==> config.mk <==
export PLATFORM = sky130hd
export DESIGN_NAME = piano_pwm_dac
export DESIGN_NICKNAME = d
export VERILOG_FILES = /design/src/rtl/piano_pkg.sv /design/src/rtl/piano_tick_gen.sv /design/src/rtl/piano_pwm_dac.sv
export SDC_FILE = /design/constraint.sdc
export NUM_CORES = 1
export LEC_CHECK = 0
export CORE_MARGIN = 1
export CORE_UTILIZATION = 58
export CTS_CLUSTER_SIZE = 30
export DETAILED_ROUTE_END_ITERATION = 16
export PLACE_DENSITY = 0.88
export SYNTH_ARGS = -nofsm -noshare
export SYNTH_HDL_FRONTEND = slang
export SYNTH_SLANG_ARGS = --single-unit
==> constraint.sdc <==
create_clock -name clk -period 4.6 [get_ports clk]
set_clock_uncertainty 0.2 [all_clocks]
set_input_delay 1.15 -clock clk [delete_from_list [all_inputs] [get_ports clk]]
set_output_delay 1.15 -clock clk [all_outputs]
set_load 0.03 [all_outputs]
==> src/rtl/piano_pkg.sv <==
// Shared definitions for the piano audio path: FSM state encoding and
// saturating helpers used by the PWM DAC ramp.
package piano_pkg;

    localparam int PIANO_W = 8;

    function automatic int unsigned pwm_max(input int unsigned width);
        return (32'd1 << width) - 32'd1;
    endfunction

    localparam int unsigned PWM_MAX = pwm_max(PIANO_W);

    typedef logic [1:0] state_t;

    localparam state_t ST_OFF       = 2'd0;
    localparam state_t ST_RAMP_UP   = 2'd1;
    localparam state_t ST_RUN       = 2'd2;
    localparam state_t ST_RAMP_DOWN = 2'd3;

    function automatic int unsigned sat_add(input int unsigned a, input int unsigned b,
                                            input int unsigned max);
        int unsigned sum;
        sum = a + b;
        return (sum > max) ? max : sum;
    endfunction

    function automatic int unsigned sat_sub(input int unsigned a, input int unsigned b);
        return (a > b) ? (a - b) : 32'd0;
    endfunction

endpackage

==> src/rtl/piano_tick_gen.sv <==
// Prescaler: pulses tick_o once every PRESCALE clocks (every clock when PRESCALE=1).
module piano_tick_gen #(
    parameter int PRESCALE = 1
) (
    input  logic clk_i,
    input  logic rst_i,
    output logic tick_o
);

    localparam int PW = (PRESCALE > 1) ? $clog2(PRESCALE) : 1;
    localparam logic [PW-1:0] LAST = PW'(PRESCALE - 1);

    logic [PW-1:0] pre_q;
    logic [PW-1:0] pre_d;

    assign tick_o = (pre_q == LAST);
    assign pre_d  = tick_o ? '0 : pre_q + PW'(1);

    always_ff @(posedge clk_i) begin
        if (rst_i) begin
            pre_q <= '0;
        end else begin
            pre_q <= pre_d;
        end
    end

endmodule

==> src/rtl/piano_pwm_dac.sv <==
// Piano PWM output stage: period-aligned duty loading with a fade-in/fade-out
// gain ramp so enable changes and sample updates never glitch the pin.
module piano_pwm_dac
    import piano_pkg::*;
#(
    parameter int WIDTH     = PIANO_W,
    parameter int PRESCALE  = 1,
    parameter int RAMP_STEP = 16
) (
    input  logic             clk,
    input  logic             rst,
    input  logic [WIDTH-1:0] sample,
    input  logic             enable,
    output logic             pwm_out,
    output logic             period_start,
    output logic             active
);

    localparam int unsigned MAX = pwm_max(WIDTH);
    localparam logic [WIDTH-1:0] CNT_MAX = WIDTH'(MAX);

    logic             tick;
    logic             boundary;
    logic [WIDTH-1:0] cnt_q, cnt_d;
    logic [WIDTH-1:0] duty_q, duty_d;
    logic [WIDTH-1:0] ramp_q, ramp_d;
    logic [WIDTH-1:0] ramp_up, ramp_dn;
    state_t           state_q, state_d;
    logic             pwm_q, start_q, active_q;

    piano_tick_gen #(.PRESCALE(PRESCALE)) u_tick (
        .clk_i  (clk),
        .rst_i  (rst),
        .tick_o (tick)
    );

    assign boundary = tick && (cnt_q == CNT_MAX);
    assign cnt_d    = tick ? cnt_q + WIDTH'(1) : cnt_q;
    assign ramp_up  = WIDTH'(sat_add(32'(ramp_q), RAMP_STEP, MAX));
    assign ramp_dn  = WIDTH'(sat_sub(32'(ramp_q), RAMP_STEP));

    // Ramp, state and duty only move on the last tick of a period.
    always_comb begin
        state_d = state_q;
        ramp_d  = ramp_q;
        duty_d  = duty_q;
        if (boundary) begin
            case (state_q)
                ST_OFF: begin
                    ramp_d = '0;
                    if (enable) state_d = ST_RAMP_UP;
                end
                ST_RAMP_UP: begin
                    if (!enable) begin
                        state_d = ST_RAMP_DOWN;
                        ramp_d  = ramp_dn;
                    end else begin
                        ramp_d = ramp_up;
                        if (ramp_up == CNT_MAX) state_d = ST_RUN;
                    end
                end
                ST_RUN: begin
                    if (!enable) begin
                        state_d = ST_RAMP_DOWN;
                        ramp_d  = ramp_dn;
                    end else begin
                        ramp_d = CNT_MAX;
                    end
                end
                default: begin
                    if (enable) begin
                        state_d = ST_RAMP_UP;
                        ramp_d  = ramp_up;
                    end else begin
                        ramp_d = ramp_dn;
                        if (ramp_dn == '0) state_d = ST_OFF;
                    end
                end
            endcase
            duty_d = (sample < ramp_d) ? sample : ramp_d;
        end
    end

    always_ff @(posedge clk) begin
        if (rst) begin
            cnt_q    <= '0;
            duty_q   <= '0;
            ramp_q   <= '0;
            state_q  <= ST_OFF;
            pwm_q    <= 1'b0;
            start_q  <= 1'b0;
            active_q <= 1'b0;
        end else begin
            cnt_q    <= cnt_d;
            duty_q   <= duty_d;
            ramp_q   <= ramp_d;
            state_q  <= state_d;
            pwm_q    <= (cnt_q < duty_q);
            start_q  <= boundary;
            active_q <= (state_d != ST_OFF);
        end
    end

    assign pwm_out      = pwm_q;
    assign period_start = start_q;
    assign active       = active_q;

endmodule
# Word level (Yosys, flattened, before mapping)
# Cells that the tools add are included.
# W data, S select, Z words.
# op_classes
add_sub_neg	4
n_lt_le_gt_ge	4
eq_ne	4
muxes	15
bitwise_logic	1
reduce_logical	5
# op_table
operator	count
$mux W8	6
$eq A8 B8 Y1 const B	2
$lt A8 B8 Y1	2
$pmux W8 S2	1
$mux W2	7
$add A8 B5 Y9 const B	1
$gt A9 B8 Y1 const B	1
$add A8 B1 Y8 const B	1
$gt A8 B5 Y1 const B	1
$logic_not A8 Y1	1
$sub A8 B5 Y8 const B	1
$pmux W2 S3	1
$eq A2 B1 Y1 const B	1
$eq A2 B2 Y1 const B	1
$logic_not A2 Y1	1
$reduce_bool A2 Y1	1
$reduce_or A2 Y1	1
$add A1 B1 Y1 const B	1
$logic_and A1 B1 Y1	1
$not A1 Y1	1
# totals
regBits	30
inputBits	11
out_inout_bits	3

# Logic depth before layout (Yosys ltp)
# logic_depth
ltp_word	9
ltp_mapped	15
depth_no_buf	14

# Modules after synthesis
# From an unflattened synthesis, not the netlist that was laid out.
# hier_totals
hier_cells	241
hier_area_um2	1935.6
# modules_own_cells
module	instances	cells_per_inst	area_each_um2	seq_area_each_um2
piano_pwm_dac	1	238	1908.1	580.6
piano_tick_gen	1	3	27.5	20.0

# Worst setup path after synthesis
# OpenSTA, ideal clock, no wires.
# synth_timing
path_type	in2reg
startpoint	input enable
endpoint	register duty_q[1]
t_arrival_ps	3363
required_time_ps	4314
path_slack_ps	951
cell_stages	10
path_buffers	1
path_cell_list	clkbuf_1 -> o21ai_0 -> a21oi_1 -> inv_1 -> ha_1 -> a2111o_1 -> o31ai_2 -> nand2_4 -> mux2i_1 -> a211oi_1
# synth_via
elab_chain_len	5
word_cells_on_any_way	6
# synth_rtl
element	line_no	text
from (decl)	piano_pwm_dac.sv:13	input logic enable,
$mux W8, on equally long branches	piano_pwm_dac.sv:54, piano_pwm_dac.sv:71, piano_pwm_dac.sv:63	
$pmux W8 S2 *	piano_pwm_dac.sv:48	case (state_q)
$mux W8 *	piano_pwm_dac.sv:47	if (boundary) begin
$lt A8 B8 Y1	piano_pwm_dac.sv:80	duty_d = (sample < ramp_d) ? sample : ramp_d;
$mux W8 *	piano_pwm_dac.sv:80	
to (signal assigned)	piano_pwm_dac.sv:95	duty_q <= duty_d;
to (decl)	piano_pwm_dac.sv:25	logic [WIDTH-1:0] duty_q, duty_d;
# Mark *: on every way between the ends. The rest lies on a longest branch, timed or not. The select of a mux whose other input is x is not followed.
# A chain may end at the register's enable or synchronous reset.

# Final worst setup path
# layout_timing
startpoint	register ramp_q[4]
endpoint	register duty_q[1]
# layout_via
elab_chain_len	8
word_cells_on_any_way	12
# layout_rtl
element	line_no	text
from (decl)	piano_pwm_dac.sv:26	logic [WIDTH-1:0] ramp_q, ramp_d;
from (signal assigned)	piano_pwm_dac.sv:96	ramp_q <= ramp_d;
$add A8 B5 Y9	piano_pkg.sv:23	sum = a + b;
$gt A9 B8 Y1	piano_pkg.sv:24	return (sum > max) ? max : sum;
$mux W8	piano_pkg.sv:24	
$mux W8	piano_pwm_dac.sv:54, piano_pwm_dac.sv:71	
$pmux W8 S2 *	piano_pwm_dac.sv:48	
$mux W8 *	piano_pwm_dac.sv:47	
$lt A8 B8 Y1	piano_pwm_dac.sv:80	
$mux W8 *	piano_pwm_dac.sv:80	
# Marks and branches as above.

==> results.md <==
* Final period utilization at 0.8998
* Power per Cell Area at 244.8 mW/mm^2
* Post-synth cell types at 46
* Initial antenna violation count at 0
* Die ar. at 0.003541 mm^2
* Die Wd at 59.51 um
* FFs w/ async S/R, synth at 0
* Commonest cells post-synth: 30 x dfxtp_1, 23 x inv_1, 22 x a21oi_1, 22 x nand2_1, 22 x nor2_1
* Yosys top cell by area: dfxtp_1
* Worst setup path category: reg2reg
* # resized after CTS at 0
* Complex-gate fraction of the synthesized area at 0.1950
* Clock network fraction of design power at 0.408
* Final hold vios at 0
* Final setup vio count at 0
* Post-synthesis adder-cell area fraction at 0.1292
* Sequential-to-total area share from yosys stat at 0.3131
* Area share of the largest cell type after synthesis at 0.3131
* Post-layout util at 0.6988
* Top FF cell, synth: dfxtp_1
* Synthesis-to-finish area growth at 13.05%
* Fin. max-slew vios at 0
* Placed wire-length estimate at 3124 um
* Share of layout cells above drive strength 1 at 0.06800
* Least-Margin Pin Slew at 0.8839 ns
* CTS Sinks at 30
* Post-route ant nets at 0
* Avg Cell Area, Syn at 8.093 um^2
* Clk_lat worst skew at 0.33 ns
* Row cnt at 20
* Reg2Reg Setup Slack at 0.46 ns
* Most numerous cell in the Yosys netlist: dfxtp_1
* Status: finished clean
* All-layer global routing usage at 0.2698
* CTS Hold Buffers Added at 0
* Number of global-route vias before repair at 1523
* DIE HEIGHT at 59.51 um
* Initial DRC count at 126
* Setup TNS at 0 ns
* Max Root-Sink Buffers at 2
* Worst vdd ir at 0.1831 mV
* Min-Delay Path Class: reg2reg
* Detailed Route WL at 4259 um
* Port Buffers at 13
* Synth area leaders: dfxtp_1 31%, ha_1 12%, a21oi_1 5.7%
* Grt ovf at 0
* Starting Density at 0.6181
* Setup Fix Bufs, Post-CTS at 0
* P_int at 0.4134 mW
* Fmax achieved at 241.6 MHz
* Max cap viols at 0
* # diodes at 0
* Area of the core at 0.003103 mm^2
* Simple-Gate Fraction of Synth Area at 0.2087
* CP arrival at 4.18 ns
* Sequential fraction of design power at 0.501
* H-tree depth at 2
* DRT Pass-1 Iters at 4
* Num CTS Buffers at 5
* Largest family of logic cells by synthesized area: simple AND/OR/NAND/NOR gates
* Post-synth EDFFs at 0
* Clk Tree Root Cell: clkbuf_4
* CP Capture Type: flip-flop
* #FFs+latches synth at 30
* CP startpoint kind: flip-flop
* Vias at 1703
* Syn Inst Count at 237
* End of the critical path: duty_q[1]
* Pin count of the biggest net entering global routing at 27
* Combinational share of power at 0.091
* Setup repair after global routing missed its margin: false
* CTS tree: yes
* Yosys warning count at 0
* Sw Share at 0.2211
* Via/cell ratio at 5.793
* Slew Limit Headroom at 0.4107
* Post-synth net total at 267
* Portion of netlist area occupied by mux cells at 0.04175
* Num ports at 14
* Worst Setup SP: ramp_q[4]
* CTS clock-pin slew for the worst setup and hold paths at 0.09 ns
* Final net count at 280
* CP required at 4.64 ns
* RD Place Congestion at 0.9363
* FF-to-FF End: duty_q[1]
* CP max FO at 11
* Sw Pwr at 0.1173 mW
* First-pass GRT wire length at 6927 um
* Drt wl/cell at 14.49 um
* Post-Syn Area at 0.001918 mm^2
* Fin crit period at 4.139 ns
* DRC at 0
* Reg2Reg Depth at 13
* Synth Area in XOR/XNOR at 0.04110
* Leakage at 0.8126 nW
* FF-to-FF Start: ramp_q[4]
## state kept, by name, summed over array words and instances (netlist names)
register and cells:
cnt_q 8, duty_q 8, ramp_q 8, state_q 2, active 1, period_start 1
pwm_out 1, u_tick.pre_q 1
## final cells by class
cell class,count,area (um^2)
Timing Repair Buffer,17,160.2
Clock inverter,1,30.03
Sequential cell,30,600.6
Fill cell,279,934.6
Multi-Input combinational cell,173,1185
Tap cell,44,55.05
Clock buffer,6,51.30
Inverter,23,86.33
## how the worst min path moves through the flow
stage	startpoint	end	slack [ns]	depth (start not counted)
after floorplan	ramp_q[3]	ramp_q[3]	0.26	2
after global placement	ramp_q[1]	ramp_q[1]	0.28	2
after detailed placement	ramp_q[1]	ramp_q[1]	0.29	2
after CTS	ramp_q[1]	ramp_q[1]	0.30	2
after global routing	ramp_q[3]	ramp_q[3]	0.34	2
final	ramp_q[3]	ramp_q[3]	0.31	2
## metrics by stage
stage | hold slack, ns | area (um^2) | worst slack, ns | std cells | total power [mW]
after floorplan | 0.2627 | 1918 | 0.9511 | 237 | 0.3002
after global placement | 0.2752 | 2087 | 0.4428 | 287 | 0.3178
after detailed placement | 0.2859 | 2087 | 0.3044 | 287 | 0.3198
after CTS | 0.3016 | 2168 | 0.4958 | 294 | 0.5335
after global routing | 0.3362 | 2168 | 0.1784 | 294 | 0.5495
final | 0.3067 | 2168 | 0.4608 | 294 | 0.5307
## cells by family after synthesis
family | after synthesis
and+or+nand+nor | 78
DFF | 30
adders and majority gates | 20
xor gates and xnor gates | 9
AOI/OAI and AO/OA | 57
buffers and inverters | 34
muxes | 8
other | 1
## power groups by stage
stage / Sequential (mW) / Clock [mW] / Combinational (mW)
after floorplan: 0.272 / 0 / 0.0279
after global placement: 0.272 / 0 / 0.0461
after detailed placement: 0.272 / 0 / 0.0479
after CTS: 0.266 / 0.220 / 0.0482
after global routing: 0.267 / 0.231 / 0.0519
final: 0.266 / 0.216 / 0.0485
## layer usage
| layer | track usage | share of wire | vias to the layer above |
|---|---|---|---|
| met4 | 0.1395 | 0.028 | 0 |
| met1 | 0.3706 | 0.47 | 776 |
| met5 | 0 | 0 | - |
| met2 | 0.4013 | 0.45 | 56 |
| met3 | 0.05022 | 0.053 | 11 |
| li1 | - | - | 860 |
## worst max-delay path: stages (launching register included)
cell	delay, ns
dfxtp_1	0.55
inv_1	0.11
ha_1	0.36
nand4b_1	0.15
nor4_1	0.43
o21ai_0	0.25
a21oi_1	0.40
inv_1	0.09
ha_1	0.21
a2111o_1	0.38
o31ai_2	0.31
nand2_4	0.18
mux2i_1	0.17
a211oi_1	0.26
## layout by cell type, fill, tap and decap left out, types with 4 or more instances in the layout
cell type	synthesis	layout
a211oi_1	9	9
a21o_1	4	4
a21oi_1	22	22
buf_4	0	4
clkbuf_4	0	5
clkdlybuf4s50_1	0	13
dfxtp_1	30	30
ha_1	19	19
inv_1	23	23
mux2i_1	8	8
nand2_1	22	22
nand3_1	4	4
nor2_1	22	22
nor4_1	4	4
o21ai_0	9	9
xnor2_1	4	4
xor2_1	5	5
(Power assumes the default switching activity.)
